--- config.mk ---
export PLATFORM = sky130hd
export DESIGN_NAME = ov5640_dvp_gen
export DESIGN_NICKNAME = d
export VERILOG_FILES = /design/src/rtl/ov5640_dvp_gen.sv
export SDC_FILE = /design/constraint.sdc
export NUM_CORES = 1
export LEC_CHECK = 0
export ABC_AREA = 1
export CAP_MARGIN = 20
export CORE_ASPECT_RATIO = 1.2
export CORE_UTILIZATION = 62
export DETAILED_ROUTE_END_ITERATION = 8
export PLACE_DENSITY = 0.8
export SYNTH_ARGS = -nofsm -noshare
export SYNTH_HDL_FRONTEND = slang
export SYNTH_SLANG_ARGS = --single-unit
--- constraint.sdc ---
create_clock -name sys_clk -period 4.45 [get_ports sys_clk]
set_input_delay 0.6675 -clock sys_clk [delete_from_list [all_inputs] [get_ports sys_clk]]
set_output_delay 0.6675 -clock sys_clk [all_outputs]
set_load 0.005 [all_outputs]
--- src/rtl/ov5640_dvp_gen.sv ---
// ov5640_dvp_gen: synthetic OV5640-style RGB565 DVP source (vsync/href/byte data, one byte per clock)
module ov5640_dvp_gen #(
  parameter int H_ACTIVE = 640,
  parameter int V_ACTIVE = 480,
  parameter int H_BLANK  = 64,
  parameter int VSYNC_W  = 4,
  parameter int V_BP     = 2,
  parameter int V_FP     = 2
) (
  input  logic       sys_clk,
  input  logic       sys_rst,
  input  logic       gen_en,
  input  logic [1:0] pattern_sel,
  output logic       dvp_vsync,
  output logic       dvp_href,
  output logic [7:0] dvp_data,
  output logic       frame_done,
  output logic       busy
);
  localparam int LINE_LEN = 2 * H_ACTIVE + H_BLANK;
  localparam logic [15:0] H_LAST = 16'(LINE_LEN - 1);
  localparam logic [15:0] H_ACT_B = 16'(2 * H_ACTIVE);
  localparam int BW = $clog2(H_ACTIVE);
  localparam logic [BW-1:0] BAR_LAST = BW'(H_ACTIVE / 8 - 1);

  typedef enum logic [2:0] {IDLE, VSYNC, VBP, ACT, VFP} st_t;

  function automatic logic [15:0] lines(st_t s);
    return s == VSYNC ? 16'(VSYNC_W) : s == VBP ? 16'(V_BP) : s == ACT ? 16'(V_ACTIVE) : s == VFP ? 16'(V_FP) : 16'd0;
  endfunction

  // first state after s that has at least one line; IDLE means the frame ends after s
  function automatic st_t after(st_t s);
    st_t r = IDLE;
    for (int i = 4; i >= 1; i--)
      if (i > int'(s) && lines(st_t'(3'(i))) != 16'd0) r = st_t'(3'(i));
    return r;
  endfunction

  function automatic logic [15:0] bar_rgb(logic [2:0] b);
    case (b)
      3'd0: return 16'hFFFF;
      3'd1: return 16'hFFE0;
      3'd2: return 16'h07FF;
      3'd3: return 16'h07E0;
      3'd4: return 16'hF81F;
      3'd5: return 16'hF800;
      3'd6: return 16'h001F;
      default: return 16'h0000;
    endcase
  endfunction

  st_t st_q, st_d;
  logic [15:0] h_q, h_d, v_q, v_d;
  logic end_line, end_state, frame_end, start;
  logic [7:0] fc_q, fc_use, lo_q;
  logic [1:0] pat_q, pat_use;
  logic [15:0] pcnt_q, pcnt_use, pix;
  logic [2:0] bar_q, bar_use;
  logic [BW-1:0] bpos_q, bpos_use;
  logic vsync_q, vsync_d, href_q, href_d, hi_d, done_q, done_d, busy_q, busy_d;
  logic [7:0] data_q, data_d;

  // FSM state and line/column position register
  always_ff @(posedge sys_clk) begin
    if (sys_rst) begin
      st_q <= IDLE;
      h_q <= '0;
      v_q <= '0;
    end else begin
      st_q <= st_d;
      h_q <= h_d;
      v_q <= v_d;
    end
  end

  // next position: gen_en is only consulted in IDLE or on the last cycle of a frame
  always_comb begin
    end_line = h_q == H_LAST;
    end_state = end_line && v_q == lines(st_q) - 16'd1;
    frame_end = st_q != IDLE && end_state && after(st_q) == IDLE;
    st_d = st_q;
    h_d = h_q + 16'd1;
    v_d = v_q;
    if (st_q == IDLE || frame_end) begin
      st_d = gen_en ? after(IDLE) : IDLE;
      h_d = '0;
      v_d = '0;
    end else if (end_state) begin
      st_d = after(st_q);
      h_d = '0;
      v_d = '0;
    end else if (end_line) begin
      h_d = '0;
      v_d = v_q + 16'd1;
    end
    start = (st_q == IDLE || frame_end) && st_d != IDLE;
  end

  // outputs for the upcoming position; per-frame values bypass their registers on the start cycle
  always_comb begin
    fc_use = start ? fc_q + 8'd1 : fc_q;
    pat_use = start ? pattern_sel : pat_q;
    pcnt_use = start ? 16'd0 : pcnt_q;
    bar_use = h_d == 16'd0 ? 3'd0 : bar_q;
    bpos_use = h_d == 16'd0 ? '0 : bpos_q;
    pix = pat_use == 2'd1 ? pcnt_use : pat_use == 2'd2 ? {fc_use, fc_use} : bar_rgb(bar_use);
    vsync_d = st_d == VSYNC;
    href_d = st_d == ACT && h_d < H_ACT_B;
    hi_d = !h_d[0];
    data_d = !href_d ? 8'd0 : hi_d ? pix[15:8] : lo_q;
    done_d = st_d != IDLE && h_d == H_LAST && v_d == lines(st_d) - 16'd1 && after(st_d) == IDLE;
    busy_d = st_d != IDLE;
  end

  // output registers, frame latches and pixel/bar counters (advanced on each high byte)
  always_ff @(posedge sys_clk) begin
    if (sys_rst) begin
      {vsync_q, href_q, done_q, busy_q} <= '0;
      data_q <= '0;
      fc_q <= '0;
      pat_q <= '0;
      pcnt_q <= '0;
      lo_q <= '0;
      bar_q <= '0;
      bpos_q <= '0;
    end else begin
      vsync_q <= vsync_d;
      href_q <= href_d;
      data_q <= data_d;
      done_q <= done_d;
      busy_q <= busy_d;
      if (start) begin
        fc_q <= fc_use;
        pat_q <= pattern_sel;
        pcnt_q <= '0;
      end
      if (href_d && hi_d) begin
        pcnt_q <= pcnt_use + 16'd1;
        lo_q <= pix[7:0];
        bpos_q <= bpos_use == BAR_LAST ? '0 : bpos_use + BW'(1);
        bar_q <= bpos_use == BAR_LAST ? bar_use + 3'd1 : bar_use;
      end
    end
  end

  assign dvp_vsync = vsync_q;
  assign dvp_href = href_q;
  assign dvp_data = data_q;
  assign frame_done = done_q;
  assign busy = busy_q;
endmodule

### Word level (Yosys, flattened, before mapping)

Index checks and enable logic that the tools add are counted.

| storage, ports and cells | value |
|---|---|
| register bits | 94 |
| input port bits | 5 |
| output and inout port bits | 12 |
| logic and storage cells | 109 |

| cells by class | value |
|---|---|
| $add $sub $neg | 8 |
| magnitude comparators | 9 |
| equal/unequal tests | 21 |
| mux-type cells | 37 |
| bitwise operators | 1 |
| reduce and logical (&&, ||, !) cells | 19 |

Operators by type and width:

| cell | number |
|---|---|
| 2-to-1 mux 16 bit | 10 |
| case mux 16 bit (7 select lines) | 1 |
| 2-to-1 mux 9 bit | 6 |
| adder 16 x 1 -> 16 bit, second input constant | 3 |
| 2-to-1 mux 3 bit | 12 |
| equality test 16 x 11 -> 1 bit, second input constant | 2 |
| equality test 16 bit | 2 |
| 2-to-1 mux 10 bit | 2 |
| subtractor 9 x 1 -> 10 bit, second input constant | 2 |
| equality test 3 x 2 -> 1 bit, second input constant | 6 |
| zero test 16 bit | 1 |
| < comparator 16 x 11 -> 1 bit, second input constant | 1 |
| 2-to-1 mux 8 bit | 2 |
| equality test 3 bit, second input constant | 5 |
| greater-than comparator 2 x 3 -> 1 bit, first input constant | 4 |
| zero test 3 bit | 4 |
| adder 10 x 1 -> 10 bit, second input constant | 1 |
| equality test 10 x 7 -> 1 bit, second input constant | 1 |
| equality test 3 x 1 -> 1 bit, second input constant | 3 |
| logical AND 1 bit | 9 |
| adder 8 x 1 -> 8 bit, second input constant | 1 |
| greater-than comparator 1 x 3 -> 1 bit, first input constant | 2 |
| greater-than comparator 3 bit, first input constant | 2 |
| 2-to-1 mux 2 bit | 3 |
| 9 further kinds | 10 |

### Longest topological paths before layout

Gate-level depths: netlist (run 1).

| depth | value |
|---|---|
| depth after elaboration | 21 |
| mapped depth | 29 |
| depth with buffers taken out | 28 |

### Worst setup path after synthesis (run 1)

OpenSTA, ideal clock, no wires.

| path | value |
|---|---|
| path kind | register to register |
| start point | reg st_q[2] |
| end point | reg done_q (netlist: frame_done) |
| library setup time | 0.064 ns |
| arrival | 3.153 ns |
| required time | 4.386 ns |
| path slack | 1.233 ns |
| stages on the path, launching flop included | 27 |
| buffers on the path | 2 |
| clock period less this slack | 3.217 ns |
| cell sequence | dfxtp_1 > buf_6 > nor2_1 > nand2_1 > nand2_4 > inv_1 > ha_1 > nor2_1 > nand2_1 > o21ai_0 > nand3_1 > nor2_4 > nand4_4 > nand2_4 > buf_2 > nor2_1 > inv_1 > nand2_1 > nand3_1 > nand2_1 > ha_1 > xnor2_1 > nor2_1 > nand3_1 > nor2_1 > nand3b_1 > nor2_1 |

| on the way | value |
|---|---|
| longest elaborated chain between the ends | 21 |
| elaborated cells on any way between the ends | 55 |
| classes of those cells | add/sub: 2; order compare: 8; eq/ne: 11; mux: 22; reduce/logical: 12 |

RTL lines:

| item | line | text |
|---|---|---|
| start: declaration | 53 | `st_t st_q, st_d;` |
| start signal: assignment | 71 | `st_q <= st_d;` |
| equality test 3 bit | 29 | `return s == VSYNC ? 16'(VSYNC_W) : s == VBP ? 16'(V_BP) : s == ACT ? 16'(V_ACTIVE) : s == VFP ? 16'(V_FP) : 16 ...` |
| 2-to-1 mux 2 bit | 29 |  |
| 2-to-1 mux 9 bit (3 in series) | 29 |  |
| subtractor 9 x 1 -> 10 bit | 80 | `end_state = end_line && v_q == lines(st_q) - 16'd1;` |
| equality test 16 bit | 80 |  |
| logical AND 1 bit | 80 |  |
| logical AND 1 bit (2 in series) | 81 | `frame_end = st_q != IDLE && end_state && after(st_q) == IDLE;` |
| logical OR 1 bit | 85 | `if (st_q == IDLE \|\| frame_end) begin` |
| 2-to-1 mux 3 bit | 85 |  |
| equality test 3 bit | 29 |  |
| 2-to-1 mux 2 bit | 29 |  |
| 2-to-1 mux 9 bit (3 in series) | 29 |  |
| subtractor 9 x 1 -> 10 bit | 112 | `done_d = st_d != IDLE && h_d == H_LAST && v_d == lines(st_d) - 16'd1 && after(st_d) == IDLE;` |
| equality test 16 bit | 112 |  |
| logical AND 1 bit | 112 |  |
| logical AND 1 bit (*) | 112 |  |
| end signal: assignment | 131 | `done_q <= done_d;` |
| end: declaration | 61 | `logic vsync_q, vsync_d, href_q, href_d, hi_d, done_q, done_d, busy_q, busy_d;` |

Every way passes the cells marked *; elsewhere a longest branch is shown, timed or not.
A chain may end at the register's enable or synchronous reset.

### Final worst setup path (run 1)

| path | value |
|---|---|
| start point | reg st_q[2] |
| end point | reg bar_q[2] |

| on the way | value |
|---|---|
| longest elaborated chain between the ends | 16 |
| elaborated cells on any way between the ends | 40 |
| classes of those cells | add/sub: 2; order compare: 5; eq/ne: 7; mux: 15; reduce/logical: 11 |

RTL lines:

| item | line | text |
|---|---|---|
| equality test 3 bit | 29 |  |
| 2-to-1 mux 2 bit | 29 |  |
| 2-to-1 mux 9 bit (3 in series) | 29 |  |
| subtractor 9 x 1 -> 10 bit | 80 |  |
| equality test 16 bit | 80 |  |
| logical AND 1 bit | 80 |  |
| logical AND 1 bit (2 in series) | 81 |  |
| logical OR 1 bit | 85 |  |
| 2-to-1 mux 16 bit | 85 |  |
| zero test 16 bit | 105, 106 |  |
| 2-to-1 mux 3 bit / 2-to-1 mux 10 bit (equally long branches) | 105, 106 |  |
| adder 3 x 1 -> 3 bit / equality test 10 x 7 -> 1 bit (equally long branches) | 142 | `bar_q <= bpos_use == BAR_LAST ? bar_use + 3'd1 : bar_use;` |
| 2-to-1 mux 3 bit | 142 |  |
| end signal: assignment | 142 |  |
| end: declaration | 59 | `logic [2:0] bar_q, bar_use;` |

Parallel ways exist; a longest one is shown, timed or not.

==> results of run 1 <==
## final cells by class
cell class / instances / area [um^2] / area share, %
Inverter: 103 / 386.6 / 6.296
Clock buffer: 11 / 151.4 / 2.465
Multi-Input combinational cell: 615 / 3246 / 52.85
Tap cell: 117 / 146.4 / 2.384
Clock inverter: 5 / 128.9 / 2.099
Sequential cell: 94 / 1882 / 30.64
Timing Repair Buffer: 22 / 200.2 / 3.260
## power groups by stage
| stage | logic [mW] | clock network (mW) | registers [mW] |
|---|---|---|---|
| 2_1_floorplan | 0.105 | 0 | 0.869 |
| 3_3_place_gp | 0.134 | 0 | 0.869 |
| 3_5_place_dp | 0.135 | 0 | 0.869 |
| 4_1_cts | 0.136 | 0.775 | 0.850 |
| 5_1_grt | 0.150 | 0.810 | 0.851 |
| 6_report | 0.138 | 0.767 | 0.850 |
## metal layers
layer | global-route usage [%] | part of all wire (%) | vias up
met5 | 0 | 0 | -
met1 | 37.31 | 42 | 2514
li1 | - | - | 2729
met4 | 15.19 | 2.9 | 0
met3 | 5.158 | 4.2 | 37
met2 | 52.13 | 51 | 154
## cell usage in the layout (no fill, tap or decap), types with 5 or more instances in the layout
cell type	n
clkdlybuf4s50_1	15
nand4_1	18
o22ai_1	5
nor3_1	22
a21oi_1	47
nand3_2	6
ha_1	10
o21ai_1	22
dfxtp_1	94
o21ai_0	28
nand2_1	156
buf_4	6
nand3_1	60
o211ai_1	11
nand3b_1	5
inv_2	11
nor2_4	5
nand2_2	11
inv_1	91
clkbuf_8	11
xnor2_1	7
nor2_1	141
xor2_1	28
## kinds of logic (layout without fill, tap and decap cells)
family | after synthesis | count (layout)
xor+xnor | 37 | 37
flops | 94 | 94
buf+inv | 129 | 141
simple gates | 444 | 444
mux | 1 | 1
fa+ha+maj | 10 | 10
compound gates | 123 | 123
## flip-flops by register name, indices dropped and copies added (netlist names)
register,cells
st_q,3
dvp_vsync,1
bar_q,3
busy,1
fc_q,8
pcnt_q,16
dvp_data,8
h_q,16
frame_done,1
dvp_href,1
bpos_q,10
v_q,16
lo_q,8
pat_q,2
## metrics by stage
step	hold slack (ns)	util (%)
floorplan	0.4381	-
global placement	0.4623	67.34
detailed placement	0.4709	67.34
CTS	0.4831	70.56
global route	0.5012	70.56
finish	0.4827	70.56
## worst reg2reg max path, stage by stage, from the launching register on
cell and delay [ns]:
dfxtp_1 0.57, nand2_1 0.18, nand3_4 0.14, nand2_4 0.08
ha_1 0.29, inv_1 0.07, nor2_1 0.04, nor2_1 0.09
nand2_1 0.05, nor2_1 0.13, nand3_1 0.15, nor2_4 0.14
nand4_4 0.16, nand2_4 0.22, inv_2 0.14, nand2_1 0.12
nor2_1 0.06, nand2_1 0.10, nand4_1 0.48, buf_4 0.40
nor2_1 0.18, nand3_1 0.09, nand2_1 0.07, nor2_1 0.05
## how the worst min path moves through the flow
stage / startpoint / endpoint / slack (ns) / cells after the start
floorplan: lo_q[1] / dvp_data[1] / 0.44 / 2
detailed placement: bpos_q[1] / bpos_q[1] / 0.47 / 2
finish: bpos_q[1] / bpos_q[1] / 0.48 / 2
global route: lo_q[7] / dvp_data[7] / 0.50 / 2
CTS: bpos_q[1] / bpos_q[1] / 0.48 / 2
global placement: pat_q[1] / pat_q[1] / 0.46 / 2
==> results.py, run 1 <==
metrics = {
    "status": {
        "status": "completed",
    },
    "critical_path": {
        "rrSetupSlack_ns": 0.34,
        "cp.required_ns": 4.71,
        "r2r-start": "st_q[2]",
        "crit_fanout": 14,
        "reg2reg_to": "bar_q[2]",
        "endpoint_kind": "flip-flop",
        "worstPathArrival_ns": 4.37,
        "cp-start-kind": "flip-flop",
        "r2r_cells": 23,
        "critPathMaxStageDelay_ns": 0.57,
        "critPathTopFamily": "simple AND/OR/NAND/NOR gates",
        "crit_chain": "nand2_1, nand3_4, nand2_4, ha_1, inv_1, nor2_1, nor2_1, nand2_1, nor2_1, nand3_1, nor2_4, nand4_4, nand2_4, inv_2, nand2_1, nor2_1, nand2_1, nand4_1, buf_4, nor2_1, nand3_1, nand2_1, nor2_1",
        "critPathBufInv": 3,
        "path_class": "flip-flop to flip-flop",
        "crit_slowest_cell": "dfxtp_1",
        "worstSetupStartpoint": "st_q[2]",
        "worst_path_most_repeated_cell": "nor2_1",
        "cp-endpoint": "bar_q[2]",
        "cp_num_cells": 23,
    },
    "global_route": {
        "grt.total_usage_pct": 30.85,
        "grt_pass1_vias": 5173,
        "grt-ovfl-total": 0,
        "antenna_found_initial": 0,
        "grt_pass1_wl_mm": 22.85,
        "grt_start_max_net_pins": 38,
    },
    "die": {
        "rows": 37,
        "die_h_um": 106.7,
        "fp.dieW_um": 89.23,
        "coreArea_um2": 8703,
        "dieArea_um2": 9518,
        "initial_utilization_pct": 65.04,
        "ios": 17,
    },
    "final_layout": {
        "instances_no_fill": 967,
        "fin_area_um2": 6141,
        "n_fill_cell": 787,
        "layout-drive-gt1-share_pct": 9.294,
        "areaGrowthSynthToFinish_pct": 8.488,
        "diodes": 0,
        "layout.nets": 860,
    },
    "sta": {
        "finalCritPeriodShare_pct": 92.36,
        "timing.final.crit_period_ns": 4.110,
        "fmax_mhz": 243.3,
        "rsz0062_at_grt": "no",
        "max-slew-margin-rel_pct": 49.13,
        "hold_viol_final": 0,
        "worst_slack_ns": 0.3399,
        "finalSetupViolations": 0,
        "max_slew.worst_pin.slew_ns": 0.7630,
        "finalSetupTns_ns": 0,
        "maxSlewViolCount": 0,
        "clock_skew_ns": 0.01319,
    },
    "cts": {
        "cts_resized": 0,
        "htreeDepth": 3,
        "post-cts-setup-buffers": 0,
        "clk_pin_slew_ns": 0.10,
        "cts_tree": "yes",
        "cts.path.max_buffers": 2,
        "cts.sinks": 94,
        "hold_buffers": 0,
        "clock-root-buffer": "clkbuf_8",
        "numCtsBuffers": 9,
        "clock_latency_ns": 0.37,
    },
    "power_and_ir_drop": {
        "leakage_nw": 2.481,
        "p_sw_share_pct": 23.13,
        "powerDensity_nw_per_um2": 285.6,
        "combPwrFrac_pct": 7.9,
        "internal-power_mw": 1.348,
        "power_frac_clock_pct": 43.7,
        "p_sw_uw": 405.6,
        "power.total_mw": 1.754,
        "seq_power_share_pct": 48.4,
        "vdd_drop_max_mv": 0.1961,
    },
    "synth": {
        "ys_top_cells_by_area": "dfxtp_1 (33%), nand2_1 (10%), nor2_1 (9.4%)",
        "synth_compound_area_share_pct": 12.60,
        "synth.most_common_cell": "nand2_1",
        "synthXorXnorAreaFrac_pct": 5.990,
        "syn_area_per_cell_um2": 6.755,
        "synth_fp_nets": 853,
        "async_flop_share_pct": 0,
        "ys_types": 46,
        "synth_top_family_by_area": "simple AND/OR/NAND/NOR gates",
        "synth_top_cell_by_area": "dfxtp_1",
        "synthAdderAreaFrac_pct": 2.210,
        "ys_warn_count": 0,
        "synth_top_cell_area_share_pct": 33.24,
        "syn_area_um2": 5660,
        "yosys.area_share.simple_pct": 36.36,
        "ys.flop_type": "dfxtp_1",
        "syn_inst": 838,
        "synthMuxAreaShare_pct": 0.1768,
        "synth_enable_flop_cells": 0,
        "yosysSeqAreaShare_pct": 33.24,
        "ys_ff_latch": 94,
        "synthTopCellsByCount": "nand2_1 (156), nor2_1 (141), dfxtp_1 (94)",
    },
    "drt": {
        "viasPerCell": 5.619,
        "drt-total-wl_mm": 13.97,
        "vias": 5434,
        "antenna_left": 0,
        "first_pass_iters": 6,
        "drt_iter0_markers": 290,
        "wl_per_cell_um": 14.44,
        "drc": 0,
    },
    "placement": {
        "port_buffers": 16,
        "place_ws_ns": 0.4212,
        "gp_congestion": 0.9864,
        "dp_hpwl_mm": 10.48,
        "dpl-instance-area_um2": 5861,
        "placed_cells_incl_taps": 951,
    },
    "hold_path": {
        "worstHoldPathType": "flip-flop to flip-flop",
    },
    "run": {
        "drv_cap": 0,
    },
}
Note: power is estimated with default switching activity, not from simulation.
==> run 2: changes to the inputs <==
--- a/config.mk
+++ b/config.mk
@@ -6,9 +6,10 @@
 export NUM_CORES = 1
 export LEC_CHECK = 0
 export ABC_AREA = 1
-export CAP_MARGIN = 20
+export CAP_MARGIN = 5
 export CORE_ASPECT_RATIO = 1.2
 export CORE_UTILIZATION = 62
+export CTS_CLUSTER_DIAMETER = 60
 export DETAILED_ROUTE_END_ITERATION = 8
 export PLACE_DENSITY = 0.8
 export SYNTH_ARGS = -nofsm -noshare
==> results of run 2 <==
Same layout as run 1: the final DEF is identical, and so are final timing and power.
